### src/rtl/ads7805_interface.sv
// Convert/read sequencer for an ADS7805-class 16-bit parallel SAR ADC.
// One start request yields one sample_valid pulse, or a sticky error if BUSY never completes.
module ads7805_interface #(
  parameter int CONV_PULSE_CYCLES = 4,
  parameter int READ_SETUP_CYCLES = 3,
  parameter int TIMEOUT_CYCLES    = 1000,
  parameter int OFFSET_BINARY     = 0
) (
  input  logic        clk,
  input  logic        rst,
  input  logic        start,
  input  logic [15:0] adc_data,
  input  logic        adc_busy,
  output logic        adc_rc,
  output logic        adc_cs,
  output logic        adc_byte,
  output logic [15:0] sample_value,
  output logic        sample_valid,
  output logic        ready,
  output logic        error
);

  localparam logic [2:0] IDLE      = 3'd0;
  localparam logic [2:0] CONVST    = 3'd1;
  localparam logic [2:0] WAIT_LOW  = 3'd2;
  localparam logic [2:0] WAIT_HIGH = 3'd3;
  localparam logic [2:0] READ      = 3'd4;

  localparam logic [15:0] CONV_LAST    = 16'(CONV_PULSE_CYCLES - 1);
  localparam logic [15:0] READ_LAST    = 16'(READ_SETUP_CYCLES - 1);
  localparam logic [15:0] TIMEOUT_LAST = 16'(TIMEOUT_CYCLES - 1);

  logic [2:0]  r_state;
  logic [15:0] r_cnt;
  logic        r_busyMeta;
  logic        r_busySync;
  logic        r_rc;
  logic        r_cs;
  logic [15:0] r_value;
  logic        r_valid;
  logic        r_ready;
  logic        r_error;
  logic [15:0] w_sample;

  assign w_sample     = (OFFSET_BINARY != 0) ? {~adc_data[15], adc_data[14:0]} : adc_data;
  assign adc_rc       = r_rc;
  assign adc_cs       = r_cs;
  assign adc_byte     = 1'b0;
  assign sample_value = r_value;
  assign sample_valid = r_valid;
  assign ready        = r_ready;
  assign error        = r_error;

  // Timeout is checked before the BUSY edge so the shared counter can never run past its limit.
  always_ff @(posedge clk or posedge rst) begin
    if (rst) begin
      r_state    <= IDLE;
      r_cnt      <= 16'd0;
      r_busyMeta <= 1'b1;
      r_busySync <= 1'b1;
      r_rc       <= 1'b1;
      r_cs       <= 1'b1;
      r_value    <= 16'd0;
      r_valid    <= 1'b0;
      r_ready    <= 1'b1;
      r_error    <= 1'b0;
    end else begin
      r_busyMeta <= adc_busy;
      r_busySync <= r_busyMeta;
      r_valid    <= 1'b0;
      case (r_state)
        IDLE: begin
          if (start) begin
            r_state <= CONVST;
            r_cnt   <= 16'd0;
            r_error <= 1'b0;
            r_cs    <= 1'b0;
            r_rc    <= 1'b0;
            r_ready <= 1'b0;
          end
        end
        CONVST: begin
          if (r_cnt == CONV_LAST) begin
            r_state <= WAIT_LOW;
            r_cnt   <= 16'd0;
            r_cs    <= 1'b1;
            r_rc    <= 1'b1;
          end else begin
            r_cnt <= r_cnt + 16'd1;
          end
        end
        WAIT_LOW, WAIT_HIGH: begin
          if (r_cnt == TIMEOUT_LAST) begin
            r_state <= IDLE;
            r_cnt   <= 16'd0;
            r_error <= 1'b1;
            r_cs    <= 1'b1;
            r_rc    <= 1'b1;
            r_ready <= 1'b1;
          end else if (r_state == WAIT_LOW && !r_busySync) begin
            r_state <= WAIT_HIGH;
            r_cnt   <= r_cnt + 16'd1;
          end else if (r_state == WAIT_HIGH && r_busySync) begin
            r_state <= READ;
            r_cnt   <= 16'd0;
            r_cs    <= 1'b0;
            r_rc    <= 1'b1;
          end else begin
            r_cnt <= r_cnt + 16'd1;
          end
        end
        READ: begin
          if (r_cnt == READ_LAST) begin
            r_state <= IDLE;
            r_cnt   <= 16'd0;
            r_value <= w_sample;
            r_valid <= 1'b1;
            r_cs    <= 1'b1;
            r_ready <= 1'b1;
          end else begin
            r_cnt <= r_cnt + 16'd1;
          end
        end
        default: begin
          r_state <= IDLE;
          r_cnt   <= 16'd0;
          r_cs    <= 1'b1;
          r_rc    <= 1'b1;
          r_ready <= 1'b1;
        end
      endcase
    end
  end

endmodule

### config.mk
export PLATFORM = sky130hd
export DESIGN_NAME = ads7805_interface
export DESIGN_NICKNAME = d
export VERILOG_FILES = /design/src/rtl/ads7805_interface.sv
export SDC_FILE = /design/constraint.sdc
export NUM_CORES = 1
export LEC_CHECK = 0
export CORE_MARGIN = 8
export CORE_UTILIZATION = 46
export CTS_CLUSTER_DIAMETER = 200
export DETAILED_ROUTE_END_ITERATION = 7
export GPL_ROUTABILITY_DRIVEN = 0
export PLACE_DENSITY = 0.73
export SLEW_MARGIN = 40
export SYNTH_ARGS = -nofsm -noshare
export SYNTH_HDL_FRONTEND = slang
export SYNTH_SLANG_ARGS = --single-unit
### constraint.sdc
create_clock -name clk -period 2.3 [get_ports clk]
set_clock_uncertainty 0.2 [all_clocks]
set_input_delay 0.69 -clock clk [delete_from_list [all_inputs] [get_ports clk]]
set_output_delay 0.69 -clock clk [all_outputs]
set_load 0.01 [all_outputs]
==> results <==
[power by group through the flow]
stage / sequential, W / combinational, W / clock (W)
detailed placement: 0.00108 / 0.00133 / 0
floorplan: 0.00114 / 0.000579 / 0
global placement: 0.00108 / 0.00130 / 0
global route: 0.00111 / 0.00159 / 0.000521
finish: 0.00108 / 0.00146 / 0.000474
CTS: 0.00107 / 0.00133 / 0.000492
[through the flow]
stage	util [%]	setup TNS (ns)	total power, W
after floorplan	-	0	0.00172
after global placement	63.5	0	0.00237
after detailed placement	63.5	0	0.00241
after CTS	65.5	0	0.00289
after global routing	67.6	-0.985	0.00322
final	67.6	0	0.00301
[placed cells by master (no fill, tap or decap), types with 7 or more instances in the layout]
master / netlist / final
dfrtp_1: 37 / 37
buf_4: 2 / 28
nor2_1: 17 / 16
clkdlybuf4s50_1: 0 / 37
mux2_2: 7 / 7
mux2_1: 9 / 9
o21ai_0: 27 / 24
o21ai_1: 7 / 8
nand2_1: 16 / 16
[final timing paths]
| path | depth (start not counted) | startpoint | slack (ns) | end |
|---|---|---|---|---|
| max | 6 | r_cnt[1] | 0.005 | r_state[0] |
| min | 0 | r_busyMeta | 0.16 | r_busySync |
| max reg2reg | 6 | r_cnt[1] | 0.005 | r_state[0] |
| min reg2reg | 0 | r_busyMeta | 0.16 | r_busySync |
| max in group asynchronous | 3 | rst | 0.96 | r_busySync |
| min in group asynchronous | 2 | rst | 0.40 | sample_value[8] |
[routing by layer]
layer  GRT usage (%)  wire length (microns)  vias up
met5               0                      0        -
met4            6.23                     92        0
met3            4.00                    232        8
met2            25.7                   2580       52
met1            18.4                   2260      878
li1                -                      -      870
[cell type report]
class	instances	share of cell area, %
timing repair buffer	73	23.4
multi-input combinational	146	35.1
clock buffer	6	2.47
sequential	42	35.9
tap	52	2.21
inverter	3	0.383
clock inverter	2	0.468
[sequential cells by signal, indices dropped and copies added, names as in the netlist]
signal,flops
adc_cs,1
adc_rc,1
error,1
r_busyMeta,1
r_busySync,1
r_cnt,16
r_state,3
ready,1
sample_valid,1
sample_value,16
[cell families (layout without fill, tap and decap cells)]
group / Yosys count / count (layout) / synth area share [%]
other cells: 1 / 1 / 0.180
simple gates: 73 / 73 / 20.0
flops: 42 / 42 / 50.7
mux: 16 / 16 / 8.64
fa+ha+maj: 2 / 2 / 1.20
compound gates: 52 / 52 / 15.2
xor+xnor: 2 / 2 / 0.840
buf+inv: 14 / 84 / 3.30
[worst max-delay path, stage by stage (launching register included)]
cell and delay [ns]:
dfrtp_1 0.37, ha_2 0.21, or3b_4 0.40, nor4_4 0.38, o2bb2ai_4 0.14, buf_6 0.16, o32a_1 0.32
[repair_timing]
| action | in CTS | in global routing |
|---|---|---|
| resized for setup | 1 | 21 |
| gates cloned | 0 | 0 |
| buffers inserted | 0 | 1 |
| endpoints found under the setup margin | 1 | 23 |
| pin swaps | 0 | 10 |
| hold buffers | 0 | 0 |
==> flow_metrics.py <==
metrics = {
    "clocking": {
        "clkTransAtPathRegs_ns": 0.08,
        "clock_latency_ns": 0.30,
        "clockBufferDepth": 2,
        "cts_buffers": 5,
        "numClockSinks": 42,
        "cts_root_buf": "clkbuf_8",
        "cts_tree": "built",
        "htreeDepth": 2,
    },
    "sta": {
        "fin_crit_ns": 2.29,
        "slew_viol_final": 0,
        "rsz0062_at_grt": "true",
        "setup_slack_ns": 0.00547,
        "timing.hold.ws_ns": 0.159,
        "period_share_pct": 99.8,
        "hold_viol_final": 0,
        "fmax_ghz": 0.436,
        "finalSetupViolations": 0,
    },
    "route": {
        "dr.first_iter.drc_count": 67,
        "drt_pass1_iterations": 4,
        "drc_errors": 0,
        "post_drt_wl_per_cell_microns": 16.0,
        "final_antenna_net_count": 0,
        "finalWirelength_microns": 5170,
        "num_vias": 1808,
        "via_per_inst": 5.58,
    },
    "critical_path": {
        "startpoint_type": "register",
        "worstPathMaxFanout": 8,
        "required_ns": 2.29,
        "crit_type": "reg -> reg",
        "crit_path_end_kind": "register",
        "arrival_ns": 2.29,
    },
    "final_layout": {
        "n_fill_cell": 337,
        "layoutNonFillerInstCount": 324,
        "stdcell_area_sq_mm": 0.00294,
        "diodes": 0,
        "multi_input_area_sq_mm": 0.00103,
        "area_growth_pct": 41.0,
        "fin_nets": 293,
        "drive_gt1_share_pct": 26.8,
        "regArea_sq_mm": 0.00106,
    },
    "yosys": {
        "synth_top_cell_area_share_pct": 44.4,
        "synth_edf_count": 0,
        "syn_area_per_cell_sq_um": 10.3,
        "ys_warn_count": 0,
        "ys_top_cells_by_count": "dfrtp_1, o21ai_0, nor2_1",
        "syn_inst": 202,
        "synth.most_common_cell": "dfrtp_1",
        "yosys.area.top_type": "dfrtp_1",
        "synth_nets": 224,
        "syn_area_sq_mm": 0.00209,
        "synth_area_leaders": "dfrtp_1, o21ai_0, dfstp_2",
        "ys_async_sr_fraction_pct": 100,
        "ys_seq_area_share_pct": 50.7,
        "synth_flop_cell": "dfrtp_1",
        "synth-seq-cells": 42,
        "synth_cell_type_count": 46,
    },
    "pwr": {
        "p_seq_share_pct": 35.7,
        "leakagePower_nw": 1.32,
        "pwr-share-clk_pct": 15.7,
        "p_int_w": 0.00194,
        "p_per_area_mw_per_mm2": 1020,
        "peakVddDrop_mv": 0.729,
        "p_comb_share_pct": 48.6,
        "switchingPower_w": 0.00107,
        "p_sw_share_pct": 35.5,
    },
    "place": {
        "port_buffers": 40,
        "place_area_sq_mm": 0.00277,
        "dp.cells": 315,
        "dpl.hpwl_microns": 3740,
        "pre_cts_ws_ns": 0.0472,
    },
    "global_routing": {
        "grt_pass1_vias": 1819,
        "track_usage_pct": 15.4,
        "antenna_found_initial": 0,
        "grt_pass1_wl_microns": 8890,
        "grt_overflow": 0,
        "grt_max_degree": 39,
    },
    "floorplan": {
        "core_area_sq_mm": 0.00435,
        "fp.dieW_microns": 83.3,
        "design.die.area_sq_mm": 0.00694,
        "num_io_pins": 42,
        "die_y_microns": 83.3,
        "initial_core_util_pct": 47.9,
        "rows": 24,
    },
    "outcome": {
        "status": "completed",
    },
    "flow_run": {
        "max-cap-violations": 0,
    },
    "min_path": {
        "min_path_type": "reg -> reg",
    },
}
Note: power is estimated with default switching activity, not from simulation.
